==> src/rtl/ahb_mtx_pkg.sv <==
// Shared AHB matrix definitions: HTRANS/HRESP encodings, address-phase field widths,
// and the input-stage state encoding.
package ahb_mtx_pkg;

    localparam int ADDR_W  = 32;
    localparam int TRANS_W = 2;
    localparam int SIZE_W  = 3;
    localparam int BURST_W = 3;
    localparam int PROT_W  = 4;

    typedef enum logic [TRANS_W-1:0] {
        HTRANS_IDLE   = 2'b00,
        HTRANS_BUSY   = 2'b01,
        HTRANS_NONSEQ = 2'b10,
        HTRANS_SEQ    = 2'b11
    } htrans_e;

    localparam logic HRESP_OKAY  = 1'b0;
    localparam logic HRESP_ERROR = 1'b1;

    typedef struct packed {
        logic [TRANS_W-1:0] trans;
        logic [ADDR_W-1:0]  addr;
        logic               write;
        logic [SIZE_W-1:0]  size;
        logic [BURST_W-1:0] burst;
        logic [PROT_W-1:0]  prot;
    } addr_phase_t;

    // Encoded directly as {pend_tran, data_valid}
    typedef enum logic [1:0] {
        ST_IDLE      = 2'b00,
        ST_DATA      = 2'b01,
        ST_PEND      = 2'b10,
        ST_PEND_DATA = 2'b11
    } stg_state_e;

endpackage

==> src/rtl/ahb_mtx_in_stg_hold.sv <==
// Address-phase holding register for the matrix input stage.
// HMASTLOCK storage exists only when AHB_MTX_IN_STG_LOCK_EN is defined.
module ahb_mtx_in_stg_hold
    import ahb_mtx_pkg::*;
(
    input  logic        clk,
    input  logic        rst,
    input  logic        cap,
    input  logic        clr,
    input  addr_phase_t fields_in,
`ifdef AHB_MTX_IN_STG_LOCK_EN
    input  logic        lock_in,
    output logic        lock_out,
`endif
    output addr_phase_t fields_out
);

    always_ff @(posedge clk or posedge rst) begin
        if (rst)
            fields_out <= '0;
        else if (clr)
            fields_out <= '0;
        else if (cap)
            fields_out <= fields_in;
    end

`ifdef AHB_MTX_IN_STG_LOCK_EN
    always_ff @(posedge clk or posedge rst) begin
        if (rst)
            lock_out <= 1'b0;
        else if (clr)
            lock_out <= 1'b0;
        else if (cap)
            lock_out <= lock_in;
    end
`endif

endmodule

==> src/rtl/ahb_mtx_in_stg.sv <==
// AHB matrix input stage: passes the address phase straight through, or holds it
// while the output arbiter is busy. Lock forwarding enabled by AHB_MTX_IN_STG_LOCK_EN.
module ahb_mtx_in_stg
    import ahb_mtx_pkg::*;
(
    input  logic               HCLK,
    input  logic               HRESET,
    input  logic               HSELS,
    input  logic [TRANS_W-1:0] HTRANSS,
    input  logic [ADDR_W-1:0]  HADDRS,
    input  logic               HWRITES,
    input  logic [SIZE_W-1:0]  HSIZES,
    input  logic [BURST_W-1:0] HBURSTS,
    input  logic [PROT_W-1:0]  HPROTS,
    input  logic               HMASTLOCKS,
    input  logic               HREADYS,
    output logic               HREADYOUTS,
    output logic               HRESPS,
    output logic               req_port,
    output logic [TRANS_W-1:0] sel_trans,
    output logic [ADDR_W-1:0]  sel_addr,
    output logic               sel_write,
    output logic [SIZE_W-1:0]  sel_size,
    output logic [BURST_W-1:0] sel_burst,
    output logic [PROT_W-1:0]  sel_prot,
    output logic               sel_lock,
    input  logic               addr_accept,
    input  logic               data_ready_in,
    input  logic               data_resp_in
);

    stg_state_e  state, state_nxt;
    logic        pend_tran, data_valid;
    logic        live, capture, nxt_pend, nxt_dv;
    addr_phase_t live_ph, held_ph;

    assign pend_tran = state[1];
    assign data_valid = state[0];

    // BUSY carries no beat for the slave, so only NONSEQ/SEQ (HTRANS[1]) request the port
    assign live    = HSELS & HREADYS & HTRANSS[1];
    assign capture = live & ~addr_accept & ~pend_tran;

    assign live_ph.trans = HTRANSS;
    assign live_ph.addr  = HADDRS;
    assign live_ph.write = HWRITES;
    assign live_ph.size  = HSIZES;
    assign live_ph.burst = HBURSTS;
    assign live_ph.prot  = HPROTS;

    ahb_mtx_in_stg_hold u_hold (
        .clk       (HCLK),
        .rst       (HRESET),
        .cap       (capture),
        .clr       (pend_tran & addr_accept),
        .fields_in (live_ph),
`ifdef AHB_MTX_IN_STG_LOCK_EN
        .lock_in   (HMASTLOCKS),
        .lock_out  (sel_lock),
`endif
        .fields_out(held_ph)
    );

`ifndef AHB_MTX_IN_STG_LOCK_EN
    logic lock_unused;
    assign lock_unused = HMASTLOCKS;
    assign sel_lock    = 1'b0;
`endif

    always_ff @(posedge HCLK or posedge HRESET) begin
        if (HRESET)
            state <= ST_IDLE;
        else
            state <= state_nxt;
    end

    always_comb begin
        nxt_pend  = pend_tran ? ~addr_accept : capture;
        nxt_dv    = addr_accept | (data_valid & ~data_ready_in);
        state_nxt = stg_state_e'({nxt_pend, nxt_dv});
    end

    always_comb begin
        HREADYOUTS = ~pend_tran & (~data_valid | data_ready_in);
        HRESPS     = (data_valid & data_resp_in) ? HRESP_ERROR : HRESP_OKAY;
        req_port   = ~HRESET & (pend_tran | live);
        sel_addr   = pend_tran ? held_ph.addr  : HADDRS;
        sel_write  = pend_tran ? held_ph.write : HWRITES;
        sel_size   = pend_tran ? held_ph.size  : HSIZES;
        sel_burst  = pend_tran ? held_ph.burst : HBURSTS;
        sel_prot   = pend_tran ? held_ph.prot  : HPROTS;
        sel_trans  = HTRANSS;
        // The output slave never saw the preceding beat, so a held SEQ restarts as NONSEQ
        if (HRESET)
            sel_trans = HTRANS_IDLE;
        else if (pend_tran)
            sel_trans = (held_ph.trans == HTRANS_SEQ || held_ph.trans == HTRANS_BUSY)
                        ? HTRANS_NONSEQ : held_ph.trans;
    end

endmodule

==> config.mk <==
export PLATFORM = sky130hd
export DESIGN_NAME = ahb_mtx_in_stg
export DESIGN_NICKNAME = d
export VERILOG_FILES = /design/src/rtl/ahb_mtx_pkg.sv /design/src/rtl/ahb_mtx_in_stg_hold.sv /design/src/rtl/ahb_mtx_in_stg.sv
export SDC_FILE = /design/constraint.sdc
export NUM_CORES = 1
export LEC_CHECK = 0
export ABC_CLOCK_PERIOD_IN_PS = 1650
export CAP_MARGIN = 0
export CORE_MARGIN = 2
export CORE_UTILIZATION = 44
export CTS_CLUSTER_SIZE = 8
export DETAILED_ROUTE_END_ITERATION = 7
export PLACE_DENSITY = 0.77
export REMOVE_ABC_BUFFERS = 1
export SLEW_MARGIN = 25
export SYNTH_ARGS = -nofsm -noshare
export SYNTH_HDL_FRONTEND = slang
export SYNTH_SLANG_ARGS = --single-unit
==> constraint.sdc <==
create_clock -name HCLK -period 1.65 [get_ports HCLK]
set_input_delay 0.33 -clock HCLK [delete_from_list [all_inputs] [get_ports HCLK]]
set_output_delay 0.33 -clock HCLK [all_outputs]
set_load 0.005 [all_outputs]
# == Word-level counts from Yosys, hierarchy flattened ==
# Cells that the tools add are included.
# word_totals
reg_bits,47
output_inout_bits,49
elab_cells,40
in_bits,53
# classes
eq_ne,2
bitwise_logic,17
muxes,12
reduce_logical,2
# ops
operator,n
$mux W45,2
$mux W32,1
$and A1 B1 Y1,9
$mux W2,3
$mux W3,2
$not A1 Y1,5
$mux W4,1
$mux W1,3
$or A1 B1 Y1,3
$eq A2 B1 Y1 const B,1
$eq A2 B2 Y1 const B,1
$reduce_bool A2 Y1,1
$logic_or A1 B1 Y1,1

# == Longest topological paths before layout ==
# Gate-level depths: netlist of the first run.
# depth
ltp_word,6
ltp_mapped,5
ltp_nobuf,3

# == Cells and area by module ==
# From an unflattened synthesis of the first run, not the netlist that was laid out.
# unflattened
cells_unflattened,214
hier_area_um2,2761.4
# by_module_without_submodules
module,cells_each,area_per_inst_um2,n_inst
ahb_mtx_in_stg_hold,146,1864.3,1
ahb_mtx_in_stg,68,897.1,1

# == Least setup slack after synthesis of the first run ==
# OpenSTA, ideal clock, no wires.
# synth_path
kind,reg-to-output
from,reg state[1]
to,out sel_trans[1]
path_stages_with_launch,4
path_slack_ns,0.358
arrival_time_ns,0.962
path_cell_list,dfrtp_1 buf_2 buf_2 a211oi_1
# synth_between
elab_chain_len,2
# synth_lines
element,line,rtl
start: declaration,ahb_mtx_in_stg.sv:32,"stg_state_e state, state_nxt;"
start signal: assignment,ahb_mtx_in_stg.sv:74,state <= state_nxt;
$mux W2,ahb_mtx_in_stg.sv:96,else if (pend_tran)
$mux W2,ahb_mtx_in_stg.sv:94,if (HRESET)
end: declaration,ahb_mtx_in_stg.sv:20,"output logic [TRANS_W-1:0] sel_trans,"
# No other way between the ends.

# == Worst setup path in the final report of the first run ==
# layout_path
from,reg state[1]
to,out sel_burst[1]
# layout_between
elab_chain_len,1
# layout_lines
element,line,rtl
$mux W3,ahb_mtx_in_stg.sv:90,sel_burst = pend_tran ? held_ph.burst : HBURSTS;
end: declaration,ahb_mtx_in_stg.sv:24,"output logic [BURST_W-1:0] sel_burst,"
# No other way between the ends.

==> run summary, run 1 <==
status: finished, violations left
failing checks: negative setup slack
vias in the first global route: 2595
CP Cell Sequence: buf_6, buf_12, buf_16, nand2_1, o21ai_1, buf_2
Seq/Total Area, Yosys: 44.9%
final setup vio count: 47
Synth area leader: dfrtp_1
Starting Density: 44.8%
Leak Pwr: 2.36 nW
Final WS setup: -0.128 ns
PD cells: 751 nW/um2
Core ar.: 5850 um2
largest cells by area after synthesis: dfrtp_1 45%, mux2i_1 17%, nand2_1 12%, o21ai_0 8.2%, inv_1 6.7%
DR WL met2: 4780 um
largest net degree at the start of global routing: 48
drc violations: 0
final hold vios: 0
TritonCTS Sinks: 47
Synth Cell Area: 2620 um2
most common cell in the netlist: nand2_1
Async S/R FF share, synth: 100%
post-DR wirelength/cell: 16.6 um
CP max stage cell: dfrtp_2
final worst path period share: 108%
initial DRC count: 179
TritonCTS clock tree: yes
worst-skew pair later-pin latency: 0.30 ns
Worst-path clk slew: 0.08 ns
number of flops mapped to enable cells by yosys: 0
multiplexer share of the synthesized area: 16.8%
Netlist cell types: 24
Max Slew Vio Count: 0
Max Fanout on Critical Path: 8
dpl cells: 515
Worst VDD drop: 578 uV
crit path DAT: 1.45 ns
CTS Buffer Depth: 2
synthesis-to-layout area growth: 80.3%
Min Hold Slack: 0.523 ns
CTS root buffer: clkbuf_8
Avg Cell Area, Syn: 8.62 um2
routed vias: 2726
drt pass-1 iters: 4
Data required, critical path: 1.32 ns
max-cap viol count: 0
fin nets: 524
via-per-instance ratio: 4.98
Worst Setup Start Kind: flip-flop
Antenna Cells: 0
xor/xnor cell area share of the yosys netlist: 0%
Top Layer Used: met4
first-pass GRT wire length: 12200 um
CTS Buf Count: 5
htree depth: 2
die area: 6590 um2
Post-Synth Simple-Gate Area: 14.3%
Die Y: 81.2 um
routability cong.: 0.770
row cnt: 28
M1 wire length: 3730 um
Remaining Overflow, GRT: 0
Ys Warns: 0
io pins: 102
gr usage total: 24.0%
synthesized flop and latch total: 47
# port buffers: 99
post-synthesis adder-cell area fraction: 0%
fin crit period: 1.78 ns
share of layout cells above drive strength 1: 42.6%
cells after synthesis: 304
WL final: 9060 um
DR WL met3: 444 um
setup TNS: -3.72 ns
Critical Path Max Stage Delay: 0.44 ns
Hold Crit Class: reg -> reg
CP Class: reg -> out
worst slack, placed: -0.328 ns
number of antenna violations at the first check in global routing: 0
Top FF cell, synth: dfrtp_1
post-synth top area share: 44.9%
Max Clk Rate: 0.563 GHz
largest family of logic cells by synthesized area: multiplexers
RSZ-0062 raised after global routing: true
Post-synth top cells: 87 x nand2_1, 47 x dfrtp_1, 47 x inv_1, 44 x mux2i_1, 43 x o21ai_0
clock skew: 0.00925 ns
Die Wd: 81.2 um
final std cells w/o fill: 547
overall power: 3.55 mW
CP delay by family, top: buffers and inverters
Worst Path Buf+Inv: 4
post-synthesis compound-gate area fraction: 9.89%
Final ANT Viol Nets: 0
HPWL reported at the end of detailed placement: 4310 um
Setup crit end kind: output pin
layout make-up:
class / instances / area [um2]
repair buffers: 180 / 1790
multi-input cells: 190 / 1360
flip-flops and latches: 47 / 1180
fillers: 374 / 1130
inverters: 47 / 176
well taps: 75 / 93.8
clock buffers: 6 / 72.6
clock inverters: 2 / 60.1
per-stage QoR:
stage	instance area, um2	util, %
global route	4720	80.7
finish	4720	80.7
global placement	4010	68.6
CTS	4370	74.6
floorplan	2430	-
detailed placement	4010	68.6
routing by layer:
metal | up-vias | GRT usage (%)
met3 | 12 | 4.56
met2 | 93 | 43.7
li1 | 1295 | -
met1 | 1326 | 28.8
met5 | - | 0
met4 | 0 | 6.44
layout by cell type, fill, tap and decap left out, drive strengths merged:
cell type,synthesis,final
buf,13,121
dfrtp,47,47
dlymetal6s2s,0,1
inv,47,47
a41oi,1,1
a211oi,1,1
clkdlybuf4s50,0,48
nor3,2,2
o2bb2ai,1,1
and2,1,1
nor2,4,4
nand3,1,1
bufinv,0,2
a31oi,1,1
mux2i,44,44
conb,1,1
a21oi,1,1
a21o,1,1
clkbuf,7,12
o21ai,43,43
nand2,88,88
dlygate4sd2,0,4
sequential cells by signal (all words and copies together), names as in the netlist:
| register | count |
|---|---|
| state | 2 |
| u_hold.fields_out | 45 |
repair_timing:
action / CTS / global route
pin swaps: 7 / 8
setup buffers: 7 / 1
gates resized for setup: 272 / 48
endpoints found under the setup margin: 48 / 91
hold buffers: 0 / 0
gates cloned: 9 / 8
power breakdown:
part	leakage [nW]	switching (mW)	total [mW]	internal, mW
Sequential	0.600	0.162	1.53	1.37
Clock	0.0654	0.398	1.00	0.606
Combinational	1.69	0.451	1.01	0.563
path summary, 6_finish.rpt:
kind                            depth (start not counted)  slack [ns]          startpoint                           endpoint
worst max-delay path                                    6       -0.13  state[1]$_DFF_PP0_                       sel_burst[1]
worst min-delay path                                    1        0.52  state[0]$_DFF_PP0_                 state[0]$_DFF_PP0_
worst max register to register                          7       -0.03  state[1]$_DFF_PP0_  u_hold.fields_out[31]$_DFFE_PP0P_
worst min register to register                          1        0.52  state[0]$_DFF_PP0_                 state[0]$_DFF_PP0_
max in group asynchronous                               4        0.80              HRESET                 state[1]$_DFF_PP0_
min in group asynchronous                               4        0.61              HRESET  u_hold.fields_out[41]$_DFFE_PP0P_
cells by family (layout without fill, tap and decap cells):
family / count (synthesis) / in the layout
simple gates: 96 / 96
buf+inv: 67 / 235
compound gates: 49 / 49
flops: 47 / 47
mux: 44 / 44
other cells: 1 / 1
(Power assumes the default switching activity.)
==> inputs of run 2 (changes only) <==
SLEW_MARGIN = default   (was 25)
==> results of run 2 <==
No change in the layout: final DEF, timing and power equal those of run 1.
